--- src/rtl/dso100fb_unpack.sv ---
// ---------------------------------------------------------------------------
// dso100fb_unpack
// Unpacks 32-bit framebuffer beats into 16-bit RGB565 pixels for the video
// output path. Each beat carries two pixels: low halfword first, then high.
//
// State table
//   state    | meaning
//   ST_IDLE  | no frame active; beats refused, pixel requests get BLANK_COLOR
//   ST_RUN   | frame active; beats buffered, pixel requests served from FIFO
//   ST_DRAIN | previous frame resynced; beats discarded until TLAST seen
//
// Ports
//   CLK, RST             clock (rising edge), async active-high reset
//   S_TDATA/TVALID/TLAST/TREADY  framebuffer read-data stream (slave side)
//   FRAME_START          one-cycle frame-start pulse from video timing
//   PIX_REQ              pixel request, at most one per cycle
//   PIX_DATA             registered pixel, valid the cycle after PIX_REQ
//   UNDERFLOW, SYNC_ERR  sticky error flags, cleared by FLAG_CLR
// ---------------------------------------------------------------------------
module dso100fb_unpack #(
    parameter logic [15:0] BLANK_COLOR = 16'h0000
) (
    input  logic        CLK,
    input  logic        RST,
    input  logic [31:0] S_TDATA,
    input  logic        S_TVALID,
    input  logic        S_TLAST,
    output logic        S_TREADY,
    input  logic        FRAME_START,
    input  logic        PIX_REQ,
    output logic [15:0] PIX_DATA,
    output logic        UNDERFLOW,
    output logic        SYNC_ERR,
    input  logic        FLAG_CLR
);

    typedef enum logic [1:0] {
        ST_IDLE  = 2'd0,
        ST_RUN   = 2'd1,
        ST_DRAIN = 2'd2
    } state_t;

    state_t      state_q, state_d;
    logic [32:0] mem_q [2];
    logic [32:0] mem_d [2];
    logic        wr_ptr_q, wr_ptr_d;
    logic        rd_ptr_q, rd_ptr_d;
    logic [1:0]  count_q, count_d;
    logic        phase_q, phase_d;
    logic        last_seen_q, last_seen_d;
    logic [15:0] pix_data_q, pix_data_d;
    logic        underflow_q, underflow_d;
    logic        sync_err_q, sync_err_d;

    logic        beat_acc;
    logic        fifo_empty;
    logic [32:0] head;
    logic        serve;
    logic        pop;
    logic        push;
    logic        flush;
    logic        stream_done;
    logic        uf_set;
    logic        se_set;

    // Ready depends only on registered state. Once the TLAST beat has been
    // accepted in RUN nothing more is taken until the next RUN entry.
    always_comb begin
        S_TREADY = 1'b0;
        case (state_q)
            ST_RUN:   S_TREADY = (count_q != 2'd2) && !last_seen_q;
            ST_DRAIN: S_TREADY = 1'b1;
            default:  S_TREADY = 1'b0;
        endcase
    end

    assign beat_acc   = S_TVALID && S_TREADY;
    assign fifo_empty = (count_q == 2'd0);
    assign head       = mem_q[rd_ptr_q];

    // FRAME_START takes priority over a coincident pixel request.
    assign serve = (state_q == ST_RUN) && PIX_REQ && !FRAME_START && !fifo_empty;
    assign pop   = serve && phase_q;
    assign push  = (state_q == ST_RUN) && !FRAME_START && beat_acc;

    // The old transfer is already complete if its TLAST was accepted earlier
    // or is being accepted right now; then there is nothing left to drain.
    assign stream_done = last_seen_q || (beat_acc && S_TLAST);

    assign flush = ((state_q == ST_IDLE) && FRAME_START)
                || ((state_q == ST_RUN) && FRAME_START)
                || ((state_q == ST_DRAIN) && beat_acc && S_TLAST);

    assign uf_set = (state_q == ST_RUN) && PIX_REQ && !FRAME_START && fifo_empty;
    assign se_set = (state_q == ST_RUN) && FRAME_START;

    // State register
    always_ff @(posedge CLK or posedge RST) begin
        if (RST) begin
            state_q <= ST_IDLE;
        end else begin
            state_q <= state_d;
        end
    end

    // Next-state logic
    always_comb begin
        state_d = state_q;
        case (state_q)
            ST_IDLE: begin
                if (FRAME_START) state_d = ST_RUN;
            end
            ST_RUN: begin
                if (FRAME_START) begin
                    state_d = stream_done ? ST_RUN : ST_DRAIN;
                end else if (pop && head[32]) begin
                    state_d = ST_IDLE;
                end
            end
            ST_DRAIN: begin
                if (beat_acc && S_TLAST) state_d = ST_RUN;
            end
            default: state_d = ST_IDLE;
        endcase
    end

    // Datapath / output logic
    always_comb begin
        mem_d[0]    = mem_q[0];
        mem_d[1]    = mem_q[1];
        wr_ptr_d    = wr_ptr_q;
        rd_ptr_d    = rd_ptr_q;
        count_d     = count_q;
        phase_d     = phase_q;
        last_seen_d = last_seen_q;
        pix_data_d  = pix_data_q;

        if (flush) begin
            wr_ptr_d    = 1'b0;
            rd_ptr_d    = 1'b0;
            count_d     = 2'd0;
            phase_d     = 1'b0;
            last_seen_d = 1'b0;
        end else begin
            if (push) begin
                mem_d[wr_ptr_q] = {S_TLAST, S_TDATA};
                wr_ptr_d        = ~wr_ptr_q;
                if (S_TLAST) last_seen_d = 1'b1;
            end
            if (pop) rd_ptr_d = ~rd_ptr_q;
            count_d = count_q + {1'b0, push} - {1'b0, pop};
            if (serve) phase_d = ~phase_q;
        end

        if (PIX_REQ) begin
            if (serve) begin
                pix_data_d = phase_q ? head[31:16] : head[15:0];
            end else begin
                pix_data_d = BLANK_COLOR;
            end
        end

        // A set event in the same cycle as FLAG_CLR wins.
        underflow_d = uf_set || (underflow_q && !FLAG_CLR);
        sync_err_d  = se_set || (sync_err_q && !FLAG_CLR);
    end

    always_ff @(posedge CLK or posedge RST) begin
        if (RST) begin
            mem_q[0]    <= '0;
            mem_q[1]    <= '0;
            wr_ptr_q    <= 1'b0;
            rd_ptr_q    <= 1'b0;
            count_q     <= 2'd0;
            phase_q     <= 1'b0;
            last_seen_q <= 1'b0;
            pix_data_q  <= BLANK_COLOR;
            underflow_q <= 1'b0;
            sync_err_q  <= 1'b0;
        end else begin
            mem_q[0]    <= mem_d[0];
            mem_q[1]    <= mem_d[1];
            wr_ptr_q    <= wr_ptr_d;
            rd_ptr_q    <= rd_ptr_d;
            count_q     <= count_d;
            phase_q     <= phase_d;
            last_seen_q <= last_seen_d;
            pix_data_q  <= pix_data_d;
            underflow_q <= underflow_d;
            sync_err_q  <= sync_err_d;
        end
    end

    assign PIX_DATA  = pix_data_q;
    assign UNDERFLOW = underflow_q;
    assign SYNC_ERR  = sync_err_q;

endmodule

--- config.mk ---
export PLATFORM = sky130hd
export DESIGN_NAME = dso100fb_unpack
export DESIGN_NICKNAME = d
export VERILOG_FILES = /design/src/rtl/dso100fb_unpack.sv
export SDC_FILE = /design/constraint.sdc
export NUM_CORES = 1
export LEC_CHECK = 0
export ABC_AREA = 1
export BUFFER_PORTS_ARGS = -buffer_cell sky130_fd_sc_hd__buf_4
export CAP_MARGIN = 20
export CORE_ASPECT_RATIO = 1.25
export CORE_UTILIZATION = 40
export DETAILED_ROUTE_END_ITERATION = 10
export PLACE_DENSITY = 0.64
export SLEW_MARGIN = 20
export SYNTH_ARGS = -nofsm -noshare
export SYNTH_HDL_FRONTEND = slang
export SYNTH_SLANG_ARGS = --single-unit
--- constraint.sdc ---
create_clock -name CLK -period 6.5 [get_ports CLK]
set_clock_uncertainty 0.2 [all_clocks]
set_input_delay 0.325 -clock CLK [delete_from_list [all_inputs] [get_ports CLK]]
set_output_delay 0.325 -clock CLK [all_outputs]
set_load 0.005 [all_outputs]
# Word-level counts from Yosys, hierarchy flattened
# Index checks and enable logic that the tools add are counted.
# totals
mem_bits_ro	0
ramBits	0
regBits	92
latchBits	0
n_memories	0
# op_classes
n_mul	0
mux	25
n_lt_le_gt_ge	3
add_sub_neg	2
div_mod_pow	0
n_reduce_logical	36
bitwise	6
n_eq_ne	6
shift	0
# op_table
op	count
$mux 33	4
$bwmux 66	1
$demux 33 s1	1
$mux 16	2
$logic_and 1x1->1	18
$mux 2	6
$mux 1	9
$reduce_bool 2->1	4
$ne 2x2->1 const B	3
$pmux 2 s3	1
$logic_or 1x1->1	5
$ge 2x2->1 const B	2
$logic_not 1->1	4
$logic_not 2->1	2
$not 1->1	4
$not 1->2	2
$reduce_and 2->1	2
$ne 3x2->1 const B	1
$reduce_and 3->1	1
$add 2x1->2	1
$eq 2x1->1 const B	1
$eq 2x2->1 const B	1
$lt 2x1->1 const B	1
$pmux 1 s2	1
$sub 2x1->2	1

# Logic depth before layout (Yosys ltp)
# depth
ltp_word	9
mapped_depth	13
mapped_depth_nobuf	13

# Worst setup path before layout
# OpenSTA, ideal clock, no wires.
# synth_path
path_kind	reg-to-reg
startpoint	register state_q[1]
endpoint	register count_q[1]
setup_time_ns	0.127
synth_period_minus_slack_ns	2.249
path_stages_with_launch	14
t_arrival_ns	1.922
required_ns	6.173
path_slack_ns	4.251
path_cell_list	dfrtp_1 > inv_1 > ha_1 > inv_2 > nor2_2 > nand2_1 > nor2_4 > nand2_1 > inv_1 > ha_1 > inv_1 > ha_1 > xor2_1 > nor2_1
# synth_between
elab_chain_len	7
word_cells_on_any_way	20
cone_classes	add/sub: 2; eq/ne: 2; mux: 2; reduce/logical: 14
# synth_rtl
item	line_no	source
start: declaration	43	state_t state_q, state_d;
start signal: assignment	102	state_q <= state_d;
$eq 2x2->1 or $eq 2x1->1 (tied branches)	--	
$pmux 1 s2 or $logic_and 1x1->1 (tied branches)	70, 82	
$logic_and 1x1->1, on equally long branches	77, 82	
$logic_and 1x1->1, on equally long branches	84, 82, 92	
$add 2x1->2 (tied with other cells)	151	count_d = count_q + {1'b0, push} - {1'b0, pop};
$sub 2x1->2 or $logic_or 1x1->1 (tied branches)	151, 92	
$mux 2 (*)	138	if (flush) begin
named net count_d[1]	48	logic [1:0] count_q, count_d;
end signal: assignment	185	count_q <= count_d;
end: declaration	48	
# The timed path passes the listed nets; every way through them passes the cells marked *.
# A chain may end at the register's enable or synchronous reset.

# Worst setup path in the final report
# layout_path
startpoint	register state_q[1]
endpoint	register mem_q[65] (netlist name)
# layout_between
elab_chain_len	8
word_cells_on_any_way	15
cone_classes	eq/ne: 2; mux: 1; bitwise: 1; reduce/logical: 11
# layout_rtl
item	line_no	source
$eq 2x2->1 or $eq 2x1->1 (tied branches)	--	
$pmux 1 s2	70	case (state_q)
$logic_and 1x1->1	77	assign beat_acc = S_TVALID && S_TREADY;
$logic_and 1x1->1 (2 in series)	92	|| ((state_q == ST_DRAIN) && beat_acc && S_TLAST);
$logic_or 1x1->1	92	
$not 1->1 (no line)	--	
$reduce_and 2->1 (no line) (*)	--	
end: declaration	44	logic [32:0] mem_q [2];
# Mark *: on every way between the ends. The rest lies on a longest branch, timed or not.

==> impl_metrics.env <==
export IMPL_status="finished, final reports clean"
export IMPL_synth_main_ff_cell="dfrtp_1"
export IMPL_rr_worst_depth=11
export IMPL_syn_area_um2=4394
export IMPL_path_buf_inv=3
export IMPL_cp_slowest_stage_delay_ps=510
export IMPL_fmax_ghz=0.3102
export IMPL_ys_async_sr_fraction_pct=100.0
export IMPL_grt_pass1_wl_um=17750
export IMPL_place_congestion=0.7733
export IMPL_max_clock_path_buffers=2
export IMPL_dr_total_vias=3679
export IMPL_synth_edf_count=0
export IMPL_grt_max_degree=80
export IMPL_grt_total_usage_pct=20.40
export IMPL_wirelength_um=10580
export IMPL_synth_top_area_share_pct=52.39
export IMPL_rrSetupSlack_ps=3280
export IMPL_die_area_um2=11410
export IMPL_max_cap_viol_count=0
export IMPL_synthCells=540
export IMPL_first_pass_iters=4
export IMPL_critPathLaunch="state_q[1]"
export IMPL_io_buffers=57
export IMPL_worstPathRequired_ps=6550
export IMPL_insertion_delay_ps=340
export IMPL_synth_yosys_seq_area_share_pct=52.39
export IMPL_relSlewSlack_pct=31.48
export IMPL_place_hpwl_um=6935
export IMPL_yosysMostFrequentCell="nand2_1"
export IMPL_routed_via_density=5.110
export IMPL_finalMaxSlewViolations=0
export IMPL_area_growth_syn_to_layout_pct=17.51
export IMPL_path_cells="inv_1 > ha_1 > inv_2 > nor2_1 > nand2_1 > nand2_2 > nand4_4 > nor2_4 > buf_4 > nand2_2 > o21ai_0"
export IMPL_clock_root_buffer="clkbuf_16"
export IMPL_timing_final_crit_period_ps=3224
export IMPL_worst_pin_slew_ps=1022
export IMPL_synth_seq_cells=92
export IMPL_drc=0
export IMPL_die_h_um=119.2
export IMPL_period_share_pct=49.60
export IMPL_finalSetupTns_ps=0
export IMPL_pin_count=58
export IMPL_syn_nets=585
export IMPL_p_leak_nw=2.707
export IMPL_yosysWarnings=0
export IMPL_drive_above_1_share_pct=14.97
export IMPL_cp_max_fo=38
export IMPL_syn_area_per_cell_um2=8.137
export IMPL_reg2reg_from="state_q[1]"
export IMPL_final_antenna_net_count=0
export IMPL_finalHoldViolations=0
export IMPL_cts_setup_buffers=0
export IMPL_powerDensity_nw_per_um2=329.8
export IMPL_clock_sinks=92
export IMPL_wire_per_inst_um=14.70
export IMPL_cp_start_kind="flip-flop"
export IMPL_ys_types=29
export IMPL_holdWs_ps=26.86
export IMPL_yosys_area_top_type="dfrtp_1"
export IMPL_r2r_end="mem_q[65]"
export IMPL_gr_total_overflow=0
export IMPL_slowest_stage="nor2_4"
export IMPL_endpoint="mem_q[65]"
export IMPL_setup_viol=0
export IMPL_drt_iter0_markers=283
export IMPL_die_x_um=95.75
export IMPL_grt_setup_unrepaired="false"
export IMPL_arrival_ps=3270
export IMPL_crit_cells=11
export IMPL_cpMostUsedCell="nand2_2"
export IMPL_core_area_um2=10620
export IMPL_nets=628
export IMPL_synth_common_cells="179 x nand2_1, 98 x nand3_1, 92 x dfrtp_1, 47 x inv_1, 37 x o21ai_0"
export IMPL_grt_pass1_vias=3666
export IMPL_crit_type="reg -> reg"
export IMPL_endpoint_kind="flip-flop"
export IMPL_num_rows=42
export IMPL_cts_clk_slew_worst_paths_ps=60
export IMPL_cts_buffers=9
export IMPL_crit_family="simple AND/OR/NAND/NOR gates"
export IMPL_hp_class="in -> reg"
export IMPL_cts_tree="yes"
export IMPL_antenna_found_initial=0
export IMPL_num_antenna_cells=0
export IMPL_vdd_drop_max_mv=0.1320
export IMPL_start_util_pct=41.40
export IMPL_cts_htree_levels=3
export IMPL_ys_top_cells_by_area="dfrtp_1 52%, nand2_1 15%, nand3_1 11%"
==> what timing repair did <==
item,4_1_cts,5_1_grt
endpoints found under the hold margin,15,0
gates resized for setup,0,0
hold buffers,2,0
endpoints found under the setup margin,0,0
==> cell usage in the layout (no fill, tap or decap), drive strengths merged <==
master	count
a21boi	1
a21oi	17
a31oi	1
buf	62
bufinv	1
clkbuf	13
clkinv	4
clkinvlp	2
dfrtp	92
dlygate4sd3	2
ha	6
inv	46
nand2	183
nand3	99
nand4	2
nor2	12
nor3	1
o21ai	40
o32ai	1
xnor2	1
xor2	2
==> cell type report <==
cell class                      count  area, um^2
Clock buffer                       13       260.3
Timing Repair Buffer               64       489.2
Tap cell                          132       165.2
Sequential cell                    92        2302
Inverter                           50       188.9
Fill cell                        1057        5451
Multi-Input combinational cell    366        1713
Clock inverter                      3       45.04
==> metrics by stage <==
stage	cells	setup slack [ps]	power (mW)	util, %	instance area, um^2
after floorplan	540	3583	1.070	-	4394
after global placement	702	3399	1.167	45.54	4835
after detailed placement	702	3271	1.186	45.54	4835
after CTS	720	3241	1.722	48.61	5160
after global routing	720	2913	1.822	48.64	5164
final	720	3276	1.703	48.64	5164
==> state kept, by name (all words and copies together) (netlist names), 2 cells and up <==
register,count
mem_q,66
PIX_DATA,16
count_q,2
state_q,2
==> cell families (layout without fill, tap and decap cells) <==
group | after synthesis | count (layout) | synth area share (%)
adder cells (fa/ha/maj) | 6 | 6 | 1.708
flip-flops | 92 | 92 | 52.39
AND/OR/NAND/NOR | 297 | 297 | 29.41
XOR/XNOR | 3 | 3 | 0.5981
buffers and inverters | 82 | 130 | 8.628
AO/OA/AOI/OAI | 60 | 60 | 7.261
==> per-layer routing <==
layer	up-vias	GRT usage [%]	part of all wire, %	wire length, um
li1	1811	-	-	-
met1	1769	27.28	45	4717
met2	77	32.05	49	5228
met3	22	3.576	3.4	363
met4	0	9.142	2.6	272
met5	-	0	0	0
==> how the worst min path moves through the flow <==
stage	from	to	slack, ps	cells after the start
2_1_floorplan	FLAG_CLR	UNDERFLOW	220	1
3_3_place_gp	RST	PIX_DATA[1]	60	2
3_5_place_dp	RST	PIX_DATA[1]	70	2
4_1_cts	S_TDATA[2]	mem_q[2]	20	3
5_1_grt	S_TDATA[23]	mem_q[23]	30	3
6_report	S_TDATA[2]	mem_q[2]	30	3
==> worst min-delay path: stages <==
cell	delay (ps)
buf_4	90
nand3_1	60
nand2_1	60
==> report_power, final <==
| group | switching (mW) | total [mW] | leakage [nW] | internal, mW |
|---|---|---|---|---|
| Combinational | 0.244 | 0.393 | 1.31 | 0.149 |
| Clock | 0.208 | 0.527 | 0.142 | 0.319 |
| Sequential | 0.0743 | 0.783 | 1.26 | 0.709 |
Power figures use the tool's default switching activity.
